**src/rtl/booth_pkg.sv**
```systemverilog
//==============================================================================
// Module      : booth_pkg
// Description : Shared types and constants for the radix-4 Booth multiplier.
// Revision    : 1.0 - initial release
//==============================================================================
`default_nettype none

package booth_pkg;

    typedef enum logic [1:0] {
        ST_IDLE = 2'd0,
        ST_RUN  = 2'd1,
        ST_DONE = 2'd2
    } state_e;

    // Booth digit encoded as {zero, two, neg}
    localparam logic [2:0] DIG_ZERO = 3'b100;
    localparam logic [2:0] DIG_P1   = 3'b000;
    localparam logic [2:0] DIG_P2   = 3'b010;
    localparam logic [2:0] DIG_M1   = 3'b001;
    localparam logic [2:0] DIG_M2   = 3'b011;

    function automatic int iter_count(input int width);
        return width / 2 + 1;
    endfunction

endpackage

`default_nettype wire

```
**src/rtl/booth_r4_enc.sv**
```systemverilog
//==============================================================================
// Module      : booth_r4_enc
// Description : Radix-4 Booth recoder; 3-bit window to {zero, two, neg}.
// Revision    : 1.0 - initial release
//==============================================================================
`default_nettype none

module booth_r4_enc
    import booth_pkg::*;
(
    input  logic [2:0] win_i,
    output logic       zero_o,
    output logic       two_o,
    output logic       neg_o
);

    logic [2:0] w_dig;

    always_comb begin
        w_dig = DIG_ZERO;
        case (win_i)
            3'b000:  w_dig = DIG_ZERO;
            3'b001:  w_dig = DIG_P1;
            3'b010:  w_dig = DIG_P1;
            3'b011:  w_dig = DIG_P2;
            3'b100:  w_dig = DIG_M2;
            3'b101:  w_dig = DIG_M1;
            3'b110:  w_dig = DIG_M1;
            default: w_dig = DIG_ZERO;
        endcase
    end

    assign zero_o = w_dig[2];
    assign two_o  = w_dig[1];
    assign neg_o  = w_dig[0];

endmodule

`default_nettype wire

```
**src/rtl/booth_r4_seq_mult.sv**
```systemverilog
//==============================================================================
// Module      : booth_r4_seq_mult
// Description : Sequential radix-4 Booth multiplier, signed/unsigned at runtime,
//               valid/ready on both sides. Define BOOTH_MAG_EN for |product|.
// Revision    : 1.0 - initial release
//==============================================================================
`default_nettype none

module booth_r4_seq_mult
    import booth_pkg::*;
#(
    parameter int WIDTH = 32
) (
    input  logic                 clk,
    input  logic                 rst,
    input  logic                 in_valid,
    output logic                 in_ready,
    input  logic [WIDTH-1:0]     a,
    input  logic [WIDTH-1:0]     b,
    input  logic                 signed_mode,
    output logic                 out_valid,
    input  logic                 out_ready,
    output logic [2*WIDTH-1:0]   product,
    output logic [2*WIDTH-1:0]   magnitude,
    output logic                 busy
);

    localparam int ITER  = iter_count(WIDTH);
    localparam int E     = WIDTH + 2;
    localparam int AW    = E + 2;
    localparam int RW    = AW + E + 1;
    localparam int CNT_W = $clog2(ITER);

    state_e             state_q;
    logic [CNT_W-1:0]   cnt_q;
    logic [AW-1:0]      acc_q;
    logic [E-1:0]       mplr_q;
    logic               guard_q;
    logic [E-1:0]       mcand_q;
    logic [2*WIDTH-1:0] product_q;
    logic               in_ready_q;
    logic               out_valid_q;
    logic               busy_q;

    logic               w_zero;
    logic               w_two;
    logic               w_neg;
    logic [E-1:0]       w_a_ext;
    logic [E-1:0]       w_b_ext;
    logic [AW-1:0]      w_m_ext;
    logic [AW-1:0]      w_m_sel;
    logic [AW-1:0]      w_addend;
    logic [AW-1:0]      w_sum;
    logic [RW-1:0]      w_full;
    logic [RW-1:0]      w_shift;
    logic [AW-1:0]      acc_d;
    logic [E-1:0]       mplr_d;
    logic               guard_d;
    logic [2*WIDTH-1:0] product_d;

    booth_r4_enc u_enc (
        .win_i  ({mplr_q[1:0], guard_q}),
        .zero_o (w_zero),
        .two_o  (w_two),
        .neg_o  (w_neg)
    );

    // Unsigned operands get two zero bits so the top Booth digit is never negative
    assign w_a_ext = {{2{a[WIDTH-1] & signed_mode}}, a};
    assign w_b_ext = {{2{b[WIDTH-1] & signed_mode}}, b};

    assign w_m_ext  = {{2{mcand_q[E-1]}}, mcand_q};
    assign w_m_sel  = w_two ? {w_m_ext[AW-2:0], 1'b0} : w_m_ext;
    assign w_addend = w_zero ? '0 : (w_neg ? (~w_m_sel + AW'(1)) : w_m_sel);
    assign w_sum    = acc_q + w_addend;
    assign w_full   = {w_sum, mplr_q, guard_q};
    assign w_shift  = {{2{w_full[RW-1]}}, w_full[RW-1:2]};

    assign acc_d     = w_shift[RW-1:E+1];
    assign mplr_d    = w_shift[E:1];
    assign guard_d   = w_shift[0];
    assign product_d = w_shift[2*WIDTH:1];

`ifdef BOOTH_MAG_EN
    logic               sign_q;
    logic [2*WIDTH-1:0] mag_q;
    logic [2*WIDTH-1:0] mag_d;

    assign mag_d = (sign_q && product_d[2*WIDTH-1]) ? (~product_d + (2*WIDTH)'(1))
                                                    : product_d;

    always_ff @(posedge clk) begin
        if (rst) begin
            sign_q <= 1'b0;
            mag_q  <= '0;
        end else begin
            if (state_q == ST_IDLE && in_valid && in_ready_q) begin
                sign_q <= signed_mode;
            end
            if (state_q == ST_RUN && cnt_q == CNT_W'(ITER - 1)) begin
                mag_q <= mag_d;
            end
        end
    end

    assign magnitude = mag_q;
`else
    assign magnitude = '0;
`endif

    always_ff @(posedge clk) begin
        if (rst) begin
            state_q     <= ST_IDLE;
            cnt_q       <= '0;
            acc_q       <= '0;
            mplr_q      <= '0;
            guard_q     <= 1'b0;
            mcand_q     <= '0;
            product_q   <= '0;
            in_ready_q  <= 1'b1;
            out_valid_q <= 1'b0;
            busy_q      <= 1'b0;
        end else begin
            case (state_q)
                ST_IDLE: begin
                    if (in_valid && in_ready_q) begin
                        state_q    <= ST_RUN;
                        cnt_q      <= '0;
                        acc_q      <= '0;
                        mplr_q     <= w_b_ext;
                        guard_q    <= 1'b0;
                        mcand_q    <= w_a_ext;
                        in_ready_q <= 1'b0;
                        busy_q     <= 1'b1;
                    end
                end
                ST_RUN: begin
                    acc_q   <= acc_d;
                    mplr_q  <= mplr_d;
                    guard_q <= guard_d;
                    cnt_q   <= cnt_q + CNT_W'(1);
                    if (cnt_q == CNT_W'(ITER - 1)) begin
                        state_q     <= ST_DONE;
                        product_q   <= product_d;
                        out_valid_q <= 1'b1;
                    end
                end
                ST_DONE: begin
                    if (out_ready) begin
                        state_q     <= ST_IDLE;
                        out_valid_q <= 1'b0;
                        busy_q      <= 1'b0;
                        in_ready_q  <= 1'b1;
                    end
                end
                default: begin
                    state_q     <= ST_IDLE;
                    in_ready_q  <= 1'b1;
                    out_valid_q <= 1'b0;
                    busy_q      <= 1'b0;
                end
            endcase
        end
    end

    assign in_ready  = in_ready_q;
    assign out_valid = out_valid_q;
    assign busy      = busy_q;
    assign product   = product_q;

endmodule

`default_nettype wire

```
**config.mk**
```make
export PLATFORM = sky130hd
export DESIGN_NAME = booth_r4_seq_mult
export DESIGN_NICKNAME = d
export VERILOG_FILES = /design/src/rtl/booth_pkg.sv /design/src/rtl/booth_r4_enc.sv /design/src/rtl/booth_r4_seq_mult.sv
export SDC_FILE = /design/constraint.sdc
export NUM_CORES = 1
export LEC_CHECK = 0
export BUFFER_PORTS_ARGS = -buffer_cell sky130_fd_sc_hd__buf_2
export CAP_MARGIN = 20
export CORE_ASPECT_RATIO = 1.25
export CORE_MARGIN = 1
export CORE_UTILIZATION = 45
export CTS_BUF_LIST = sky130_fd_sc_hd__clkbuf_4 sky130_fd_sc_hd__clkbuf_8
export DETAILED_ROUTE_END_ITERATION = 10
export GPL_ROUTABILITY_DRIVEN = 0
export PLACE_DENSITY = 0.67
export SLEW_MARGIN = 30
export SYNTH_ARGS = -nofsm -noshare
export SYNTH_HDL_FRONTEND = slang
export SYNTH_HIERARCHICAL = 1
export SYNTH_SLANG_ARGS = --single-unit
```
**constraint.sdc**
```tcl
create_clock -name clk -period 13.6 [get_ports clk]
set_clock_uncertainty 0.1 [all_clocks]
set_input_delay 2.04 -clock clk [delete_from_list [all_inputs] [get_ports clk]]
set_output_delay 2.04 -clock clk [all_outputs]
set_load 0.05 [all_outputs]
```
Word-level counts from Yosys, hierarchy flattened:

Cells that the tools add are included.

* $add $sub $neg: 3
* equality and inequality tests: 12
* bitwise gates (word level): 5
* reduce and logical (&&, ||, !) cells: 11
* muxes and demuxes: 23

Operators by type and width (count)
* $mux 36: 3
* $pmux 36 s2: 1
* $pmux 34 s2: 1
* $add 36x1->36 const B: 1
* $add 36x36->36: 1
* $not 36->36: 1
* $mux 34: 1
* $mux 33: 1
* $pmux 3 s4: 1
* $pmux 5 s2: 1
* $eq 3x3->1 const B: 3
* $pmux 1 s3: 3
* $reduce_and 3->1: 3
* $eq 3x2->1 const B: 2
* $mux 2: 3
* $ne 2x2->1 const B: 3
* $pmux 2 s3: 1
* $reduce_and 2->1: 3
* $add 5x1->5 const B: 1
* $eq 5x5->1 const B: 1
* $mux 1: 5
* $mux 5: 1
* $reduce_or 2->1: 2
* $eq 3x1->1 const B: 1
* 8 further kinds: 10

* input bits: 69
* register bits after elaboration: 178
* word-level logic and storage cells: 64

Depth between registers and ports, before layout:

Gate-level depths: netlist (run 1).

* depth after elaboration: 10
* depth in mapped cells: 28
* gate-level depth less buffers: 24

Cells and area by module:

Netlist (run 1), hierarchy kept.

Modules (own cells, without submodules)
* booth_r4_seq_mult: cells an instance 1421, instances 1, area an instance 10467.5 µm²
* booth_r4_enc: cells an instance 7, instances 1, area an instance 37.5 µm²

Least setup slack after synthesis (run 1):

No wires, ideal clock.

* path kind: flip-flop to flip-flop
* start: register mplr_q[0]
* end: register acc_q[34]
* cell stages (with the launch flop): 27
* slack: 7.885 ns
* library setup time: 0.079 ns
* data arrival time: 5.536 ns
* period minus slack after synthesis: 5.715 ns
* cells stage by stage: dfxtp_1 -> nand2b_1 -> o22ai_1 -> buf_2 -> clkbuf_1 -> clkbuf_1 -> mux2i_1 -> ha_1 -> inv_1 -> a211oi_2 -> and2_0 -> clkbuf_1 -> nand2b_1 -> nor2_1 -> nand2_1 -> o211ai_1 -> o21ai_0 -> a2111oi_0 -> ha_1 -> and4_1 -> a211o_1 -> o211ai_1 -> a2111oi_0 -> or3_1 -> and3_1 -> or4b_1 -> o211ai_1

* word-level cells in the longest chain between the ends: 10

RTL lines
* start: declaration: line booth_r4_seq_mult.sv:37 `logic [E-1:0] mplr_q;`
* start signal: assignment: line booth_r4_seq_mult.sv:130 `mplr_q <= w_b_ext;`
* start signal: assignment: line booth_r4_seq_mult.sv:139 `mplr_q <= mplr_d;`
* $eq 3x3->1 (tied with other cells): line booth_r4_enc.sv:21 `case (win_i)`
* $reduce_or 2->1 (no source line)
* $pmux 3 s4 (*): line booth_r4_enc.sv:21
* via w_two: line booth_r4_seq_mult.sv:46 `logic w_two;`
* $mux 33 (*): line booth_r4_seq_mult.sv:73 `assign w_m_sel = w_two ? {w_m_ext[AW-2:0], 1'b0} : w_m_ext;`
* $not 36->36: line booth_r4_seq_mult.sv:74 `assign w_addend = w_zero ? '0 : (w_neg ? (~w_m_sel + AW'(1)) : w_m_sel);`
* $add 36x1->36: line booth_r4_seq_mult.sv:74
* $mux 36 (*) (2 in series): line booth_r4_seq_mult.sv:74
* $add 36x36->36 (*): line booth_r4_seq_mult.sv:75 `assign w_sum = acc_q + w_addend;`
* $pmux 36 s2 (*): line booth_r4_seq_mult.sv:124 `case (state_q)`
* end signal: assignment: line booth_r4_seq_mult.sv:115 `acc_q <= '0;`
* end signal: assignment: line booth_r4_seq_mult.sv:129 `acc_q <= '0;`
* end signal: assignment: line booth_r4_seq_mult.sv:138 `acc_q <= acc_d;`
* end: declaration: line booth_r4_seq_mult.sv:36 `logic [AW-1:0] acc_q;`

Mark *: on every way through the listed nets, which the timed path passes. The rest lies on a longest branch.
A chain may end at the register's enable or synchronous reset.

Final worst setup path (run 1):

* start: register mplr_q[1]
* end: register acc_q[34]

Same word-level chain as after synthesis.

==> results of run 1 <==
[routing by layer]
metal	vias to the layer above	part of all wire	GRT usage
met5	-	0.00035	0
li1	4987	-	-
met3	73	0.048	0.0438
met4	2	0.053	0.142
met1	4657	0.42	0.271
met2	278	0.48	0.405
[stage by stage]
stage | utilization | setup WS, ns | area [sq um]
after detailed placement | 0.481 | 7.09 | 11000
final | 0.499 | 6.88 | 11500
after global routing | 0.499 | 6.56 | 11500
after CTS | 0.499 | 7.06 | 11500
after global placement | 0.481 | 7.26 | 11000
after floorplan | - | 7.88 | 10700
[flip-flops by register name, indices dropped and copies added (netlist names)]
signal,cells
state_q,2
mplr_q,34
mcand_q,33
in_ready,1
out_valid,1
guard_q,1
acc_q,34
busy,1
product,64
cnt_q,5
[critical path: cells and delay by family, from the launching register on]
family / cells / cell delay [ns]
AOI/OAI and AO/OA: 10 / 2.52
adders and majority gates: 2 / 0.64
buffers and inverters: 2 / 0.65
DFF: 1 / 0.47
muxes: 1 / 0.32
and+or+nand+nor: 7 / 1.96
[cell usage in the layout, fill, tap and decap left out, types with 9 or more instances in the layout]
cell type and n:
a21oi_1 175, ha_1 38, nand2_1 343, nand3_1 36, a22o_1 14, buf_2 134
dfxtp_1 176, nor3_1 11, nand2b_1 10, o211ai_1 18, xor2_1 12, nor2_1 97
xnor2_1 26, clkbuf_8 19, a21o_1 30, a211oi_1 17, inv_1 15, a311oi_1 35
buf_4 15, o21ai_0 54, nand3b_1 10, conb_1 64, o21bai_1 9
[path summary, 6_finish.rpt]
check                                 start  cells after the start          end  slack (ns)
worst min-delay path            product[17]                      2  product[17]        0.36
worst min register to register  product[17]                      2  product[17]        0.36
worst max-delay path              mplr_q[1]                     22    acc_q[34]        6.88
worst max register to register    mplr_q[1]                     22    acc_q[34]        6.88
[cells by family after synthesis]
family | after synthesis | share of synthesized area
AO/OA/AOI/OAI | 411 | 0.249
XOR/XNOR | 38 | 0.0317
adder cells (fa/ha/maj) | 39 | 0.0472
buffers and inverters | 183 | 0.0893
flip-flops | 176 | 0.335
multiplexers | 6 | 0.00572
other | 1 | 0.000357
AND/OR/NAND/NOR | 574 | 0.241
[final cells by class]
type                       instances  area (sq um)
clock buffer                      19           262
clock inverter                    12           153
fill                            2318         11500
inverter                          16          60.1
multi-input combinational       1132          6310
sequential                       176          3520
tap                              288           360
timing repair buffer             149           783
[report_power, final]
group / total [mW] / switching, mW / leakage [nW] / internal, mW
sequential: 0.565 / 0.0270 / 1.43 / 0.538
clock: 0.385 / 0.208 / 0.208 / 0.177
combinational: 0.312 / 0.218 / 3.25 / 0.0939
==> flow_summary_export.csv, run 1 <==
group,metric,value,unit
logic_synthesis,synth_cell_types,72,
power_and_ir_drop,p_leak,4.89,nW
logic_synthesis,yosysMostFrequentCell,"nand2_1",
global_routing,track_usage,0.235,
global_routing,grt_pass1_vias,9133,
critical_path,path_cells,"nand2b_1 -> o22ai_4 -> buf_4 -> mux2i_1 -> ha_1 -> inv_1 -> a211oi_2 -> and2_0 -> nand4_2 -> a21o_2 -> a22o_1 -> a2111oi_0 -> ha_1 -> a21o_1 -> a21o_1 -> a21oi_1 -> o21ai_0 -> nor2b_1 -> or3_1 -> and3_1 -> or4b_1 -> o211ai_1",
timing,timing.final.crit_share,0.494,
clock_network,cts_buffers,17,
layout,final_cells,1792,
detailed_routing,routedWlPerCell,15.9,um
layout,final_nets,1600,
logic_synthesis,synth-edff-count,0,
critical_path,critPathCaptureType,"flop",
critical_path,critPathKind,"reg -> reg",
timing,rsz0062_at_grt,"no",
timing,finalMaxSlewViolations,0,
timing,fin_crit,6.72,ns
clock_network,insertion_delay,0.47,ns
power_and_ir_drop,finalPower,1.26,mW
global_routing,grt_max_degree,86,
timing,hold_viol,0,
clock_network,clkTransAtPathRegs,0.10,ns
logic_synthesis,yosys_warnings,6,
timing,whs,0.356,ns
place,hpwl,20100,um
run,maxCapViolations,0,
timing,setup_viol,0,
power_and_ir_drop,ir_drop,56.4,uV
detailed_routing,route.detailed.drc,11,
die,start_util,0.457,
die,die-area,24000,sq um
logic_synthesis,synth_area_leader_cell,"dfxtp_1",
detailed_routing,drtAntennaViolNets,0,
clock_network,cts_tree,"built",
logic_synthesis,synth-seq-area-share,0.335,
logic_synthesis,synth-seq-cells,176,
clock_network,cts_hold_buf,0,
clock_network,postCtsSetupRepairBufs,0,
critical_path,cp_max_fo,72,
timing,max-slew-margin-rel,0.285,
clock_network,clockRootBuffer,"clkbuf_8",
critical_path,cp-start-kind,"flop",
timing,worst_slew_pin_slew,1.05,ns
detailed_routing,first_iter_violations,706,
detailed_routing,vias_per_cell,5.58,
layout,diodes,0,
hold_path,hold_class,"reg -> reg",
logic_synthesis,syn_inst,1428,
critical_path,slowest_delay,0.92,ns
clock_network,cts_max_level,4,
global_routing,overflow,0,
die,io_pins,200,
layout,area_growth,9.04,%
detailed_routing,postRouteWirelength,28500,um
critical_path,arrival,7.02,ns
run_status,status,"complete, but fails checks",
place,place.port_buffers,135,
timing,max_freq,0.149,GHz
die,die_height,173,um
logic_synthesis,syn-mean-instance-area,7.36,sq um
die,core_area,23000,sq um
detailed_routing,num_vias,9997,
layout,final_layout_size_suffix_gt1_frac,0.142,
logic_synthesis,synthTopCellsByArea,"dfxtp_1 34%, nand2_1 12%, a21oi_1 8.3%, buf_4 4.6%, ha_1 4.5%",
global_routing,grt_antenna_before_repair,1,
critical_path,cp_data_required_time,13.91,ns
die,die_width,139,um
die,rows,62,
place,dpl.cell_count,1761,
global_routing,grt_first_pass_wirelength,45900,um
power_and_ir_drop,power_density,110,nW/um^2
clock_network,ctsResizeCount,0,
logic_synthesis,synth-main-ff-cell,"dfxtp_1",
logic_synthesis,yosys.area.top_type_share,0.335,
logic_synthesis,synth_top_cells_by_count,"344 x nand2_1, 176 x dfxtp_1, 175 x a21oi_1, 98 x nor2_1, 82 x clkbuf_1",
clock_network,cts_num_sinks,176,
clock_network,cts_max_path_buffers,2,
logic_synthesis,async_reset_ff_frac,0,
logic_synthesis,synth_area,10500,sq um
run_status,violations,"DRC",
critical_path,cp_slowest_cell,"a2111oi_0",
timing,tns,0,ns
detailed_routing,drt_first_pass_iters,10,
No activity file was read; power rests on OpenSTA's default activity.
==> run 2, diff against run 1 <==
--- a/config.mk
+++ b/config.mk
@@ -5,6 +5,7 @@
 export SDC_FILE = /design/constraint.sdc
 export NUM_CORES = 1
 export LEC_CHECK = 0
+export ABC_AREA = 1
 export BUFFER_PORTS_ARGS = -buffer_cell sky130_fd_sc_hd__buf_2
 export CAP_MARGIN = 20
 export CORE_ASPECT_RATIO = 1.25
==> constraint.sdc (replaced) <==
create_clock -name clk -period 6.65 [get_ports clk]
set_clock_uncertainty 0.1 [all_clocks]
set_input_delay 0.9975 -clock clk [delete_from_list [all_inputs] [get_ports clk]]
set_output_delay 0.9975 -clock clk [all_outputs]
set_load 0.05 [all_outputs]
==> flow_summary_export.csv, run 2 <==
group,metric,value,unit
run_status,status,"complete, no violations",
timing,max_freq,0.204,GHz
detailed_routing,postRouteWirelength,30400,um
power_and_ir_drop,p_int,1.67,mW
clock_network,cts_hold_buf,0,
logic_synthesis,yosysMostFrequentCell,"nand2_1",
logic_synthesis,yosys_warnings,6,
global_routing,use_met1,0.322,
logic_synthesis,synth_top_cells_by_count,"440 x nand2_1, 176 x dfxtp_1, 175 x a21oi_1, 148 x o21ai_0, 134 x nor2_1",
clock_network,cts_buffers,17,
clock_network,insertion_delay,0.49,ns
timing,whs,0.364,ns
clock_network,clockRootBuffer,"clkbuf_8",
detailed_routing,vias_per_cell,5.30,
clock_network,postCtsSetupRepairBufs,0,
critical_path,critPathKind,"reg -> reg",
clock_network,cts_max_path_buffers,2,
die,core_area,23200,sq um
timing,fin_crit,4.91,ns
power_and_ir_drop,power.switching,1.17,mW
global_routing,use_met3,0.0529,
critical_path,cp-start-kind,"flop",
layout,diodes,0,
timing,finalWorstSetupSlack,1.74,ns
global_routing,grt_antenna_before_repair,0,
logic_synthesis,synth_area,10700,sq um
global_routing,grt_max_degree,84,
clock_network,cts_num_sinks,176,
layout,fin_util,0.505,
place,place.port_buffers,135,
clock_network,ctsResizeCount,0,
die,rows,62,
power_and_ir_drop,switching_share,0.413,
die,io_pins,200,
logic_synthesis,async_reset_ff_frac,0,
detailed_routing,routedWlPerCell,15.1,um
timing,max-slew-margin-rel,0.460,
layout,layout_common_cells,"440 x nand2_1, 176 x dfxtp_1, 175 x a21oi_1",
place,place_area,11300,sq um
clock_network,clkTransAtPathRegs,0.13,ns
critical_path,r2r_setup_slack,1.74,ns
place,hpwl,21700,um
clock_network,cts_tree,"built",
logic_synthesis,yosys.area.top_type_share,0.329,
layout,largest_reg_flops,64,
detailed_routing,drtAntennaViolNets,0,
logic_synthesis,syn-mean-instance-area,6.58,sq um
die,die-area,24400,sq um
hold_path,hold_class,"reg -> reg",
critical_path,cp_max_fo,21,
die,start_util,0.462,
logic_synthesis,syn_inst,1630,
logic_synthesis,synth_cell_types,45,
layout,finish.instance_area,11700,sq um
layout,final_common_cell,"nand2_1",
critical_path,critPathCaptureType,"flop",
logic_synthesis,synth-seq-cells,176,
die,die_width,140,um
critical_path,arrival,5.22,ns
power_and_ir_drop,finalPower,2.84,mW
layout,final_nets,1828,
timing,hold_viol,0,
timing,worst_slew_pin_slew,0.810,ns
detailed_routing,first_iter_violations,741,
global_routing,grt_busiest_layer,"met2",
critical_path,cp_data_required_time,6.96,ns
logic_synthesis,synth-edff-count,0,
place,pre_cts_slack,1.83,ns
power_and_ir_drop,p_comb_frac,0.302,
timing,rsz0062_at_grt,"no",
place,dpl.cell_count,1989,
logic_synthesis,synth-seq-area-share,0.329,
power_and_ir_drop,p_leak,5.46,nW
timing,tns,0,ns
global_routing,use_met2,0.420,
power_and_ir_drop,pwr-share-seq,0.414,
power_and_ir_drop,ir_drop,202,uV
layout,final_cells,2021,
layout,final_layout_size_suffix_gt1_frac,0.126,
detailed_routing,route.detailed.drc,0,
die,die_height,175,um
global_routing,overflow,0,
power_and_ir_drop,clock_power_share,0.284,
logic_synthesis,synth_area_leader_cell,"dfxtp_1",
clock_network,cts_max_level,4,
logic_synthesis,synth-main-ff-cell,"dfxtp_1",
layout,area_growth,9.34,%
timing,setup_viol,0,
global_routing,track_usage,0.252,
global_routing,grt_first_pass_wirelength,49400,um
timing,finalMaxSlewViolations,0,
detailed_routing,num_vias,10712,
detailed_routing,drt_first_pass_iters,5,
timing,timing.final.crit_share,0.738,
global_routing,grt_pass1_vias,9753,
power_and_ir_drop,power_density,242,nW/um^2
logic_synthesis,synthTopCellsByArea,"dfxtp_1 33%, nand2_1 15%, a21oi_1 8.2%, o21ai_0 6.9%, nor2_1 4.7%",
run,maxCapViolations,0,
==> run 2: cell count changes in the layout (fill, tap and decap cells not counted), sizes merged, moves of 32 or more <==
| cell | delta |
|---|---|
| nand2 | +106 |
| a31oi | +32 |
| a311oi | -35 |
| o21ai | +105 |
| inv | +126 |
| nor2 | +44 |
==> run 2: layout make-up <==
class / count / area, sq um
clock inverters: 14 / 175
repair buffers: 147 / 769
clock buffers: 18 / 248
well taps: 288 / 360
fillers: 2424 / 11500
inverters: 137 / 519
multi-input cells: 1241 / 6130
flip-flops and latches: 176 / 3520
==> run 2: final timing paths <==
kind / start / end / cells after the start
min: mplr_q[3] / product[1] / 2
min reg2reg: mplr_q[3] / product[1] / 2
max reg2reg: guard_q / product[57] / 27
max: guard_q / product[57] / 27
==> run 2: critical path, cell delays in order, from the launching register on <==
cell and delay [ns]:
dfxtp_1 0.36, nor2_1 0.14, nand2_1 0.07, nand2_1 0.59, inv_4 0.25, nand2_1 0.15
ha_1 0.19, nand3_2 0.10, nor2_4 0.12, nand2_2 0.08, nor2_4 0.13, nand3_2 0.13
inv_2 0.10, nand4_2 0.08, or2_1 0.25, nand3_1 0.08, nand2_1 0.05, nor2_1 0.13
ha_1 0.30, a21oi_1 0.23, o21ai_0 0.18, a21oi_1 0.21, o211ai_1 0.18, or2_2 0.34
nand3_1 0.10, nand2_1 0.07, nand2_1 0.06, inv_1 0.04
==> run 2: cells by family after synthesis <==
family | share of synthesized area
AOI/OAI and AO/OA | 0.218
DFF | 0.329
buffers and inverters | 0.123
other | 0.000350
adders and majority gates | 0.0462
xor gates and xnor gates | 0.0196
and+or+nand+nor | 0.264
==> run 2: power by group through the flow <==
stage / combinational, mW / sequential [mW] / clock (mW)
floorplan: 0.689 / 1.19 / 0
global placement: 0.834 / 1.20 / 0
detailed placement: 0.844 / 1.20 / 0
CTS: 0.847 / 1.18 / 0.821
global route: 0.956 / 1.19 / 0.864
finish: 0.859 / 1.18 / 0.805
==> run 2: per-layer routing <==
metal  wire length [um]  share of wire
met5                  0              0
met4                730          0.024
met3               2190          0.072
met2              14100           0.46
met1              13500           0.44
==> run 3, diff against run 2 <==
--- a/config.mk
+++ b/config.mk
@@ -5,7 +5,7 @@
 export SDC_FILE = /design/constraint.sdc
 export NUM_CORES = 1
 export LEC_CHECK = 0
-export ABC_AREA = 1
+export ABC_AREA = 0
 export BUFFER_PORTS_ARGS = -buffer_cell sky130_fd_sc_hd__buf_2
 export CAP_MARGIN = 20
 export CORE_ASPECT_RATIO = 1.25
==> constraint.sdc (replaced) <==
create_clock -name clk -period 4.9 [get_ports clk]
set_clock_uncertainty 0.1 [all_clocks]
set_input_delay 0.735 -clock clk [delete_from_list [all_inputs] [get_ports clk]]
set_output_delay 0.735 -clock clk [all_outputs]
set_load 0.05 [all_outputs]
==> flow_summary_export.csv, run 3 (synthesized netlist as in run 1, its figures left out) <==
group,metric,value,unit
critical_path,cp_slowest_cell,"or4b_1",
power_and_ir_drop,p_leak,5.54,nW
layout,multi_input_area,6640,sq um
layout,diodes,0,
critical_path,critPathCaptureType,"flop",
power_and_ir_drop,switching_share,0.355,
clock_network,clockRootBuffer,"clkbuf_8",
timing,max-slew-margin-rel,0.389,
detailed_routing,drtAntennaViolNets,0,
power_and_ir_drop,pwr-share-seq,0.419,
critical_path,cp_max_fo,5,
critical_path,crit_top_cell,"buf_6",
clock_network,cts_tree,"built",
run_status,status,"complete, but fails checks",
layout,layout_common_cells,"339 x nand2_1, 173 x dfxtp_1, 161 x a21oi_1",
place,place.port_buffers,135,
die,start_util,0.457,
detailed_routing,first_iter_violations,627,
place,hpwl,21300,um
die,die_height,173,um
run_status,violations,"DRC, setup timing",
clock_network,cts_hold_buf,0,
critical_path,cp_num_buf_inv,5,
power_and_ir_drop,p_comb_frac,0.297,
clock_network,insertion_delay,0.48,ns
clock_network,clkTransAtPathRegs,0.09,ns
timing,rsz0062_at_grt,"yes",
clock_network,cts_buffers,17,
critical_path,cp_data_required_time,5.21,ns
clock_network,cts_max_path_buffers,2,
clock_network,cts_num_sinks,176,
power_and_ir_drop,clock_power_share,0.284,
critical_path,critPathKind,"reg -> reg",
critical_path,arrival,5.34,ns
timing,finalWorstSetupSlack,-0.130,ns
critical_path,path_cells,"nand2b_4 -> o22ai_4 -> mux2i_2 -> ha_2 -> inv_2 -> a211oi_4 -> and2_4 -> buf_6 -> nand2_4 -> o41ai_4 -> xnor2_1 -> nor2_1 -> ha_1 -> buf_6 -> and4_4 -> and3_4 -> o211ai_1 -> buf_4 -> a2111oi_4 -> or3_4 -> buf_6 -> a21oi_2 -> or4b_1 -> o211ai_1",
die,die_width,139,um
timing,worst_slew_pin_slew,0.914,ns
power_and_ir_drop,power.switching,1.32,mW
global_routing,overflow,0,
layout,nFillCells,2190,
detailed_routing,vias_per_cell,5.56,
layout,register_area,3530,sq um
detailed_routing,drt_first_pass_iters,8,
detailed_routing,num_vias,10627,
global_routing,grt_antenna_before_repair,0,
critical_path,cp-start-kind,"flop",
layout,final_common_cell,"nand2_1",
power_and_ir_drop,finalPower,3.71,mW
critical_path,critPathTopFamily,"simple AND/OR/NAND/NOR gates",
timing,finalMaxSlewViolations,0,
detailed_routing,route.detailed.drc,18,
detailed_routing,routedWlPerCell,15.8,um
global_routing,grt_first_pass_wirelength,49000,um
critical_path,slowest_delay,0.51,ns
layout,largest_reg_flops,64,
die,rows,62,
power_and_ir_drop,power_density,292,nW/um^2
clock_network,cts_max_level,4,
die,die-area,24000,sq um
timing,timing.final.crit_share,1.03,
run,maxCapViolations,0,
layout,area_growth,20.9,%
global_routing,grt_pass1_vias,9962,
global_routing,grt_max_degree,91,
global_routing,track_usage,0.252,
die,core_area,23000,sq um
layout,final_nets,1718,
layout,final_layout_size_suffix_gt1_frac,0.242,
timing,tns,-0.184,ns
hold_path,hold_class,"reg -> reg",
timing,fin_crit,5.03,ns
die,io_pins,200,
detailed_routing,postRouteWirelength,30200,um
timing,max_freq,0.199,GHz
timing,setup_viol,2,
timing,hold_viol,0,
power_and_ir_drop,p_int,2.39,mW
power_and_ir_drop,ir_drop,200,uV
critical_path,r2r_setup_slack,-0.13,ns
run 3: changes by cell type in the layout (fill, tap and decap cells not counted), sizes merged, moves of 15 or more:
cell,delta
xnor2,+24
inv,-127
nor2,-44
a31oi,-32
a211oi,+17
a21o,+27
o21ai,-105
buf,+120
nand2,-106
o21bai,-15
a311oi,+35
run 3: path summary, 6_finish.rpt:
path	startpoint	end	cells past startpoint
worst min register to register	product[38]	product[38]	2
worst max register to register	mplr_q[0]	acc_q[34]	24
worst max-delay path	mplr_q[0]	acc_q[34]	24
worst min-delay path	product[38]	product[38]	2
run 3: repair_timing:
action	CTS	global route
resized for setup	20	47
endpoints found under the setup margin	15	40
pin swaps	22	43
cloned	0	0
buffers inserted	13	8
run 3: layout make-up:
class	instances	area share
multi-input cells	1132	0.523
flip-flops and latches	176	0.278
repair buffers	267	0.135
well taps	288	0.0284
clock buffers	21	0.0213
clock inverters	10	0.0100
inverters	16	0.00473
run 3: layer usage:
metal	global-route usage	part of all wire	vias to the layer above
met1	0.288	0.41	4988
met2	0.445	0.49	337
met5	0	0	-
met3	0.0432	0.050	78
met4	0.144	0.050	0
li1	-	-	5224
run 3: per-stage QoR:
step                hold WS, ns  instance area [sq um]  cells   util  setup slack (ns)
global placement          0.342                  11900   1859  0.517            -0.125
detailed placement        0.344                  11900   1859  0.517            -0.247
global route              0.373                  12700   1910  0.553            -0.279
finish                    0.355                  12700   1910  0.553            -0.130
floorplan                 0.329                  10800   1491      -            -0.255
CTS                       0.356                  12400   1903  0.542           -0.0581
run 3: power by group through the flow:
stage / Combinational [mW] / Clock (mW) / Sequential (mW)
final: 1.10 / 1.05 / 1.55
after global placement: 0.998 / 0 / 1.58
after global routing: 1.19 / 1.12 / 1.56
after CTS: 1.05 / 1.07 / 1.55
after floorplan: 0.733 / 0 / 1.58
after detailed placement: 1.01 / 0 / 1.59
run 3: worst register-to-register path: stages, from the launching register on:
cell and delay [ns]:
dfxtp_2 0.34, nand2b_4 0.14, o22ai_4 0.15, mux2i_2 0.27
ha_2 0.22, inv_2 0.05, a211oi_4 0.21, and2_4 0.20
buf_6 0.13, nand2_4 0.07, o41ai_4 0.38, xnor2_1 0.18
nor2_1 0.09, ha_1 0.40, buf_6 0.12, and4_4 0.22
and3_4 0.20, o211ai_1 0.08, buf_4 0.16, a2111oi_4 0.35
or3_4 0.18, buf_6 0.09, a21oi_2 0.05, or4b_1 0.51
o211ai_1 0.10
